==> config.mk <==
export PLATFORM = sky130hd
export DESIGN_NAME = execution_md
export DESIGN_NICKNAME = d
export VERILOG_FILES = /design/src/rtl/execution_md_pkg.sv /design/src/rtl/execution_md_md_iter_unit.sv /design/src/rtl/execution_md.sv
export SDC_FILE = /design/constraint.sdc
export NUM_CORES = 2
export LEC_CHECK = 0
export ABC_AREA = 1
export BUFFER_PORTS_ARGS = -buffer_cell sky130_fd_sc_hd__buf_2
export CORE_MARGIN = 8
export CORE_UTILIZATION = 25
export CTS_CLUSTER_DIAMETER = 30
export DETAILED_ROUTE_END_ITERATION = 7
export HOLD_SLACK_MARGIN = 0.12
export SETUP_SLACK_MARGIN = 0.05
export SYNTH_ARGS = -nofsm -noshare
export SYNTH_HDL_FRONTEND = slang
export SYNTH_SLANG_ARGS = --single-unit
==> constraint.sdc <==
create_clock -name clk -period 5 [get_ports clk]
set_clock_uncertainty 0.15 [all_clocks]
set_input_delay 0.5 -clock clk [delete_from_list [all_inputs] [get_ports clk]]
set_output_delay 0.5 -clock clk [all_outputs]
set_load 0.03 [all_outputs]
==> src/rtl/execution_md_pkg.sv <==
// Shared ALU op codes, mul/div FSM states and M-extension op-class decode helpers
// for the execute stage.
package execution_md_pkg;

    localparam logic [4:0] ALU_ADD    = 5'd0;
    localparam logic [4:0] ALU_SUB    = 5'd1;
    localparam logic [4:0] ALU_AND    = 5'd2;
    localparam logic [4:0] ALU_OR     = 5'd3;
    localparam logic [4:0] ALU_XOR    = 5'd4;
    localparam logic [4:0] ALU_SLL    = 5'd5;
    localparam logic [4:0] ALU_SRL    = 5'd6;
    localparam logic [4:0] ALU_SRA    = 5'd7;
    localparam logic [4:0] ALU_LT     = 5'd8;
    localparam logic [4:0] ALU_LTU    = 5'd9;
    localparam logic [4:0] ALU_ADDPC  = 5'd10;

    // M ops occupy 5'b10xxx so the op class falls out of individual bits.
    localparam logic [4:0] ALU_MUL    = 5'd16;
    localparam logic [4:0] ALU_MULH   = 5'd17;
    localparam logic [4:0] ALU_MULHSU = 5'd18;
    localparam logic [4:0] ALU_MULHU  = 5'd19;
    localparam logic [4:0] ALU_DIV    = 5'd20;
    localparam logic [4:0] ALU_DIVU   = 5'd21;
    localparam logic [4:0] ALU_REM    = 5'd22;
    localparam logic [4:0] ALU_REMU   = 5'd23;

    typedef enum logic [1:0] {
        MD_IDLE = 2'd0,
        MD_CALC = 2'd1,
        MD_DONE = 2'd2
    } md_state_e;

    function automatic logic md_is_md(input logic [4:0] op);
        return op[4:3] == 2'b10;
    endfunction

    function automatic logic md_is_div(input logic [4:0] op);
        return op[2];
    endfunction

    function automatic logic md_is_rem(input logic [4:0] op);
        return op[2] & op[1];
    endfunction

    function automatic logic md_is_high(input logic [4:0] op);
        return !op[2] && (op[1:0] != 2'b00);
    endfunction

    function automatic logic md_signed_a(input logic [4:0] op);
        return op[2] ? !op[0] : (op[1:0] != 2'b11);
    endfunction

    function automatic logic md_signed_b(input logic [4:0] op);
        return op[2] ? !op[0] : !op[1];
    endfunction

endpackage

==> src/rtl/execution_md_md_iter_unit.sv <==
// Iterative RV32M multiply/divide unit: one bit per cycle over a shared
// 2*DATA_WIDTH accumulator, with sign fix-up and result select in DONE.
module md_iter_unit
    import execution_md_pkg::*;
#(
    parameter int unsigned DATA_WIDTH = 32
) (
    input  logic                  clk_i,
    input  logic                  rst_ni,
    input  logic                  start_i,
    input  logic                  flush_i,
    input  logic [4:0]            op_i,
    input  logic [DATA_WIDTH-1:0] a_i,
    input  logic [DATA_WIDTH-1:0] b_i,
    output logic                  done_o,
    output logic                  busy_o,
    output logic [DATA_WIDTH-1:0] result_o
);

    localparam int unsigned CW = (DATA_WIDTH > 1) ? $clog2(DATA_WIDTH) : 1;
    localparam int unsigned AW = 2 * DATA_WIDTH;
    localparam logic [CW-1:0] CNT_LAST = CW'(DATA_WIDTH - 1);
    localparam logic [DATA_WIDTH-1:0] MOST_NEG = {1'b1, {(DATA_WIDTH-1){1'b0}}};

    md_state_e state_q, state_d;
    logic [CW-1:0]         cnt_q, cnt_d;
    logic [AW-1:0]         acc_q, acc_d;
    logic [DATA_WIDTH-1:0] opb_q, opb_d;
    logic [4:0]            op_q, op_d;
    logic                  neg_q, neg_d;

    logic                  a_neg, b_neg, div_zero, div_ovf, special;
    logic [DATA_WIDTH-1:0] a_mag, b_mag;
    logic [DATA_WIDTH:0]   mul_sum, div_rem, div_rem_sub;
    logic                  div_ge;
    logic [AW-1:0]         mul_next, div_next, prod_fix;
    logic [DATA_WIDTH-1:0] div_sel, div_fix;

    always_comb begin
        a_neg    = md_signed_a(op_i) & a_i[DATA_WIDTH-1];
        b_neg    = md_signed_b(op_i) & b_i[DATA_WIDTH-1];
        a_mag    = a_neg ? -a_i : a_i;
        b_mag    = b_neg ? -b_i : b_i;
        div_zero = (b_i == '0);
        div_ovf  = md_signed_a(op_i) && (a_i == MOST_NEG) && (b_i == '1);
        special  = md_is_div(op_i) & (div_zero | div_ovf);
    end

    // Multiply: multiplier sits in the low half and is consumed LSB first while
    // partial sums shift down from the high half.
    // Divide: {remainder, quotient} shift left together, restoring subtract.
    always_comb begin
        mul_sum     = {1'b0, acc_q[AW-1:DATA_WIDTH]} + (acc_q[0] ? {1'b0, opb_q} : '0);
        mul_next    = {mul_sum, acc_q[DATA_WIDTH-1:1]};
        div_rem     = {acc_q[AW-1:DATA_WIDTH], acc_q[DATA_WIDTH-1]};
        div_ge      = (div_rem >= {1'b0, opb_q});
        div_rem_sub = div_ge ? (div_rem - {1'b0, opb_q}) : div_rem;
        div_next    = {div_rem_sub[DATA_WIDTH-1:0], acc_q[DATA_WIDTH-2:0], div_ge};
    end

    always_ff @(posedge clk_i) begin
        if (!rst_ni) begin
            state_q <= MD_IDLE;
        end else begin
            state_q <= state_d;
        end
    end

    always_comb begin
        state_d = state_q;
        case (state_q)
            MD_IDLE: if (start_i) state_d = special ? MD_DONE : MD_CALC;
            MD_CALC: if (cnt_q == CNT_LAST) state_d = MD_DONE;
            MD_DONE: state_d = MD_IDLE;
            default: state_d = MD_IDLE;
        endcase
        if (flush_i) state_d = MD_IDLE;
    end

    always_comb begin
        cnt_d = cnt_q;
        acc_d = acc_q;
        opb_d = opb_q;
        op_d  = op_q;
        neg_d = neg_q;
        case (state_q)
            MD_IDLE: begin
                if (start_i && !flush_i) begin
                    op_d  = op_i;
                    cnt_d = '0;
                    if (special) begin
                        opb_d = b_i;
                        neg_d = 1'b0;
                        acc_d = div_zero ? {a_i, {DATA_WIDTH{1'b1}}}
                                         : {{DATA_WIDTH{1'b0}}, a_i};
                    end else begin
                        opb_d = b_mag;
                        acc_d = {{DATA_WIDTH{1'b0}}, a_mag};
                        neg_d = md_is_rem(op_i) ? a_neg : (a_neg ^ b_neg);
                    end
                end
            end
            MD_CALC: begin
                acc_d = md_is_div(op_q) ? div_next : mul_next;
                cnt_d = cnt_q + CW'(1);
            end
            default: ;
        endcase
    end

    always_ff @(posedge clk_i) begin
        if (!rst_ni) begin
            cnt_q <= '0;
            acc_q <= '0;
            opb_q <= '0;
            op_q  <= '0;
            neg_q <= 1'b0;
        end else begin
            cnt_q <= cnt_d;
            acc_q <= acc_d;
            opb_q <= opb_d;
            op_q  <= op_d;
            neg_q <= neg_d;
        end
    end

    always_comb begin
        prod_fix = neg_q ? -acc_q : acc_q;
        div_sel  = md_is_rem(op_q) ? acc_q[AW-1:DATA_WIDTH] : acc_q[DATA_WIDTH-1:0];
        div_fix  = neg_q ? -div_sel : div_sel;
        done_o   = (state_q == MD_DONE);
        busy_o   = (state_q != MD_IDLE);
        result_o = '0;
        if (state_q == MD_DONE) begin
            if (md_is_div(op_q)) begin
                result_o = div_fix;
            end else if (md_is_high(op_q)) begin
                result_o = prod_fix[AW-1:DATA_WIDTH];
            end else begin
                result_o = prod_fix[DATA_WIDTH-1:0];
            end
        end
    end

endmodule

==> src/rtl/execution_md.sv <==
// Execute stage: operand forwarding, single-cycle base ALU and a stalling
// iterative multiply/divide unit for the M extension.
module execution_md
    import execution_md_pkg::*;
#(
    parameter int unsigned DATA_WIDTH  = 32,
    parameter int unsigned PC_WIDTH    = 32,
    parameter int unsigned RADDR_WIDTH = 5,
    parameter int unsigned ALUOP_WIDTH = 5
) (
    input  logic                   clk,
    input  logic                   rst_n,
    input  logic                   ex_valid,
    input  logic                   flush,
    input  logic [PC_WIDTH-1:0]    pc,
    input  logic                   branch_jump,
    input  logic                   alu_src,
    input  logic [ALUOP_WIDTH-1:0] alu_op,
    input  logic [DATA_WIDTH-1:0]  imm,
    input  logic [DATA_WIDTH-1:0]  reg_rdata1,
    input  logic [DATA_WIDTH-1:0]  reg_rdata2,
    input  logic [RADDR_WIDTH-1:0] rs1,
    input  logic [RADDR_WIDTH-1:0] rs2,
    input  logic                   exmem_reg_write,
    input  logic                   memwb_reg_write,
    input  logic [RADDR_WIDTH-1:0] exmem_reg_rd,
    input  logic [RADDR_WIDTH-1:0] memwb_reg_rd,
    input  logic [DATA_WIDTH-1:0]  exmem_reg_wdata,
    input  logic [DATA_WIDTH-1:0]  wb_reg_wdata,
    output logic [DATA_WIDTH-1:0]  alu_result,
    output logic [DATA_WIDTH-1:0]  mem_wdata,
    output logic                   ex_stall,
    output logic                   md_busy
);

    localparam int unsigned SHW = (DATA_WIDTH > 1) ? $clog2(DATA_WIDTH) : 1;

    logic [DATA_WIDTH-1:0] op1, rs2_fwd, op2, base_result, md_result;
    logic [PC_WIDTH-1:0]   pc_next;
    logic [SHW-1:0]        shamt;
    logic [4:0]            op5;
    logic                  op_hi_zero, md_op, md_start, md_done;

    always_comb begin
        if (exmem_reg_write && (exmem_reg_rd != '0) && (exmem_reg_rd == rs1)) begin
            op1 = exmem_reg_wdata;
        end else if (memwb_reg_write && (memwb_reg_rd != '0) && (memwb_reg_rd == rs1)) begin
            op1 = wb_reg_wdata;
        end else begin
            op1 = reg_rdata1;
        end

        if (exmem_reg_write && (exmem_reg_rd != '0) && (exmem_reg_rd == rs2)) begin
            rs2_fwd = exmem_reg_wdata;
        end else if (memwb_reg_write && (memwb_reg_rd != '0) && (memwb_reg_rd == rs2)) begin
            rs2_fwd = wb_reg_wdata;
        end else begin
            rs2_fwd = reg_rdata2;
        end
    end

    assign op2       = alu_src ? imm : rs2_fwd;
    assign mem_wdata = rs2_fwd;
    assign shamt     = op2[SHW-1:0];
    assign pc_next   = branch_jump ? (pc + PC_WIDTH'(4)) : (pc + PC_WIDTH'(op2));

    // Codes above the 5-bit space decode as unknown ops.
    assign op5        = alu_op[4:0];
    assign op_hi_zero = ((alu_op >> 5) == '0);
    assign md_op      = op_hi_zero & md_is_md(op5);

    always_comb begin
        base_result = '0;
        if (op_hi_zero) begin
            case (op5)
                ALU_ADD:   base_result = op1 + op2;
                ALU_SUB:   base_result = op1 - op2;
                ALU_AND:   base_result = op1 & op2;
                ALU_OR:    base_result = op1 | op2;
                ALU_XOR:   base_result = op1 ^ op2;
                ALU_SLL:   base_result = op1 << shamt;
                ALU_SRL:   base_result = op1 >> shamt;
                ALU_SRA:   base_result = DATA_WIDTH'($signed(op1) >>> shamt);
                ALU_LT:    base_result = DATA_WIDTH'($signed(op1) < $signed(op2));
                ALU_LTU:   base_result = DATA_WIDTH'(op1 < op2);
                ALU_ADDPC: base_result = DATA_WIDTH'(pc_next);
                default:   base_result = '0;
            endcase
        end
    end

    assign md_start = ex_valid & md_op & ~flush;

    md_iter_unit #(
        .DATA_WIDTH (DATA_WIDTH)
    ) u_md (
        .clk_i    (clk),
        .rst_ni   (rst_n),
        .start_i  (md_start),
        .flush_i  (flush),
        .op_i     (op5),
        .a_i      (op1),
        .b_i      (rs2_fwd),
        .done_o   (md_done),
        .busy_o   (md_busy),
        .result_o (md_result)
    );

    assign alu_result = (md_done & ~flush) ? md_result : base_result;
    assign ex_stall   = rst_n & ex_valid & md_op & ~md_done & ~flush;

endmodule

==> flow_summary_export.csv <==
group,metric,value,unit
critical_path,worst-path-buf-inv,10,
yosys,syn-num-nets,6269,
hold_path,hp-start,"flush",
floorplanning,die_h,364,µm
hold_path,hold_end,"u_md.state_q[0]$_SDFFE_PP0P_",
placement,portBuffers,290,
yosys,syn_area,30300,µm²
flow_run,maxCapViolCount,0,
critical_path,r2r_end,"u_md.acc_q[52]$_SDFFE_PN0P_",
yosys,ys_ff_latch,107,
grt,track_usage,0.292,
yosys,syn_inst,5841,
clock_tree,cts_max_level,3,
yosys,synth-edff-count,0,
hold_path,hold_class,"input port to register",
sta,worst_hold_slack,0.268,ns
clock_tree,cts_buffers,9,
power_and_ir_drop,ir_drop,0.175,mV
yosys,ys_types,64,
floorplanning,fp.coreArea,120000,µm²
sta,fmaxAchievable,189,MHz
floorplanning,ios,291,
floorplanning,dieArea,133000,µm²
route,ant_nets,0,
power_and_ir_drop,powerDensity,172,nW/µm²
clock_tree,cts_num_sinks,107,
clock_tree,cts_hold_buf,0,
critical_path,end_kind,"output pin",
floorplanning,rows,127,
critical_path,slowest_delay,0.25,ns
route,routed_wl,207000,µm
placement,dp_hpwl,173000,µm
grt,antenna_found_initial,7,
cells_and_area,fillerInstances,13448,
critical_path,crit_family,"simple AND/OR/NAND/NOR gates",
grt,grt_max_degree,71,
critical_path,worstSetupStartpointType,"input port",
run_status,status,"finished with violations",
sta,finalCriticalPeriod,5.29,ns
critical_path,arrival,4.64,ns
clock_tree,cts_tree,"built",
run_status,violations,"negative setup slack",
grt,met2_usage,0.447,
critical_path,path_common_cell,"nand2_2",
sta,relSlewSlack,0.346,
critical_path,required,4.35,ns
hold_path,worstHoldPathCells,4,
grt,grt.met1_usage,0.396,
cells_and_area,syn_to_final_growth,47.5,%
route,dr.pass1.iters,6,
grt,gr-total-overflow,0,
critical_path,r2r-start,"u_md.acc_q[33]$_SDFFE_PN0P_",
critical_path,cp_max_fo,6,
route,via_per_inst,5.39,
yosys,yosysSeqAreaShare,0.0707,
clock_tree,root_buffer,"clkbuf_16",
route,drtIter0Drc,5648,
grt,grt_pass1_wl,289000,µm
cells_and_area,nets,7290,
grt,grt_pass1_vias,41964,
sta,setup_viol,22,
grt,grtUsageMet3,0.0595,
critical_path,cpMaxStageDelayCell,"a31oi_4",
clock_tree,cts_buffer_depth,2,
clock_tree,insertion_delay,0.39,ns
sta,worstMarginPinSlew,0.968,ns
sta,final-hold-violation-count,0,
clock_tree,cts.clk_slew.worst_paths,0.07,ns
floorplanning,die-width,364,µm
yosys,async_reset_ff_frac,0,
critical_path,reg2reg_depth,20,
placement,dp_slack,-0.961,ns
sta,report.final.slew_viol_count,0,
yosys,synth-main-ff-cell,"dfxtp_1",
critical_path,reg2reg_slack,0.57,ns
route,drc_errors,0,
power_and_ir_drop,power_leakage,22.3,nW
sta,worst_slack,-0.289,ns
yosys,postSynthAreaPerCell,5.19,µm²
floorplanning,start_util,0.252,
grt,busiest_layer,"met2",
critical_path,path_class,"input port to output pin",
route,wl_per_cell,24.4,µm
yosys,synth_warnings,0,
route,vias,45752,
sta,fin_crit_sh,1.06,
placement,gp_congestion,1.10,
sta,rsz0062_at_grt,"true",
cells_and_area,layout-drive-gt1-share,0.298,
cells in the final DEF (no fill, tap or decap), types with 15 or more instances in the layout:
cell / n
a221oi_1: 17
buf_6: 121
nand2_2: 128
nand3_1: 559
a21oi_4: 21
inv_1: 593
nor2_1: 495
nand2_1: 1512
nor3_1: 81
o21ai_1: 68
ha_1: 144
o21ai_2: 59
xnor2_1: 34
xor2_1: 109
inv_2: 100
buf_12: 32
a21oi_1: 384
nand4_1: 94
nand3b_1: 15
a31oi_1: 25
o21a_1: 19
buf_4: 853
nor2_2: 51
o22ai_1: 15
o211ai_1: 64
ha_4: 51
nor4_1: 17
o21ai_0: 373
nor2_4: 35
nand2_4: 32
nand3_2: 53
o21ai_4: 24
buf_2: 245
dfxtp_1: 105
a21oi_2: 63
or2_2: 49
through the flow:
stage / instance area, µm² / setup TNS, ns / instances / total power (W) / utilization
6_report: 44700 / -3.29 / 8482 / 0.00770 / 0.372
4_1_cts: 42300 / -1.72 / 8412 / 0.00712 / 0.352
3_5_place_dp: 39200 / -16.71 / 8316 / 0.00596 / 0.326
2_1_floorplan: 30300 / 0 / 5841 / 0.00350 / -
3_3_place_gp: 39200 / -15.80 / 8316 / 0.00597 / 0.326
5_1_grt: 44700 / -7.19 / 8480 / 0.00808 / 0.372
synthesized netlist by cell type (8+ instances only):
master | number | area share
nand2_1 | 1648 | 0.20
inv_1 | 665 | 0.082
nand3_1 | 620 | 0.10
nor2_1 | 560 | 0.069
a21oi_1 | 466 | 0.077
o21ai_0 | 466 | 0.077
ha_1 | 199 | 0.082
clkbuf_1 | 178 | 0.022
xor2_1 | 113 | 0.033
dfxtp_1 | 107 | 0.071
nand4_1 | 94 | 0.019
nor3_1 | 90 | 0.015
o211ai_1 | 64 | 0.016
or2_2 | 51 | 0.011
o21ai_1 | 46 | 0.0076
buf_2 | 41 | 0.0068
inv_2 | 41 | 0.0051
xnor2_1 | 41 | 0.012
a31oi_1 | 27 | 0.0056
nand2_2 | 24 | 0.0050
buf_1 | 23 | 0.0028
nor4_1 | 20 | 0.0041
a221oi_1 | 19 | 0.0055
o21a_1 | 19 | 0.0047
nand3b_1 | 15 | 0.0037
o21bai_1 | 15 | 0.0037
o22ai_1 | 15 | 0.0031
nor2_2 | 14 | 0.0029
a21o_1 | 11 | 0.0027
o2111ai_1 | 11 | 0.0032
clkinv_1 | 10 | 0.0012
o221ai_1 | 10 | 0.0029
a211oi_1 | 9 | 0.0022
buf_6 | 9 | 0.0033
buf_4 | 8 | 0.0020
o21ai_2 | 8 | 0.0023
final cells by class:
type / instances / area, µm² / area share
Antenna cell: 3 / 7.51 / 0.000168
Clock buffer: 11 / 243 / 0.00543
Clock inverter: 5 / 47.5 / 0.00106
Inverter: 717 / 2740 / 0.0612
Multi-Input combinational cell: 4759 / 27500 / 0.616
Sequential cell: 107 / 2140 / 0.0480
Tap cell: 1612 / 2020 / 0.0451
Timing Repair Buffer: 1268 / 9990 / 0.223
worst register-to-register path, cell delays in order (launching register included):
cell and delay, ns:
dfxtp_1 0.65, ha_1 0.36, a21oi_1 0.14, o21ai_0 0.31, nand2_1 0.09, nand2_1 0.08
a31oi_1 0.06, o21ai_0 0.46, nand3_1 0.15, nand2_1 0.20, nand2_1 0.07, nand2_1 0.10
nand2_1 0.06, nand2_1 0.38, buf_4 0.37, inv_1 0.17, o211ai_1 0.21, nand3_1 0.17
nand2_1 0.13, nand2_1 0.05, inv_1 0.04
how the worst max path moves through the flow:
stage               startpoint             end  cells after the start
2_1_floorplan           rs2[2]  alu_result[27]                     27
3_3_place_gp            rs2[1]  alu_result[28]                     29
3_5_place_dp            rs2[1]  alu_result[28]                     30
4_1_cts        memwb_reg_rd[0]  alu_result[28]                     36
5_1_grt                 rs1[1]  alu_result[27]                     32
6_report       exmem_reg_rd[1]  alu_result[28]                     31
timing repair:
action                                  CTS  global route
hold endpoints to repair                  0             0
pin swaps                               113           166
cloned                                    4             4
setup buffers                            77            69
endpoints found under the setup margin   30            95
gates resized for setup                 574           464
logic make-up after synthesis:
group                    after synthesis  share of synthesized area
AO/OA/AOI/OAI                       1225                      0.226
XOR/XNOR                             154                     0.0445
adder cells (fa/ha/maj)              203                     0.0848
buffers and inverters                976                      0.126
flip-flops                           107                     0.0707
AND/OR/NAND/NOR                     3176                      0.448
report_power, final:
group          total [W]  internal (W)  leakage (nW)  switching, W
clock           0.000748      0.000360         0.143      0.000388
sequential      0.000954      0.000886         0.871     0.0000680
combinational    0.00600       0.00230          21.3       0.00370
metal layers:
layer  vias to the layer above  share of wire
li1                      21328              -
met1                     21351           0.42
met2                      2618           0.42
met3                       445           0.10
met4                        10          0.055
met5                         -        0.00038
state kept, by name, summed over array words and instances (netlist names):
name and cells:
u_md.state_q 2, u_md.cnt_q 5, u_md.neg_q 1, u_md.op_q 3
u_md.acc_q 64, u_md.opb_q 32
Note: power is estimated with default switching activity, not from simulation.
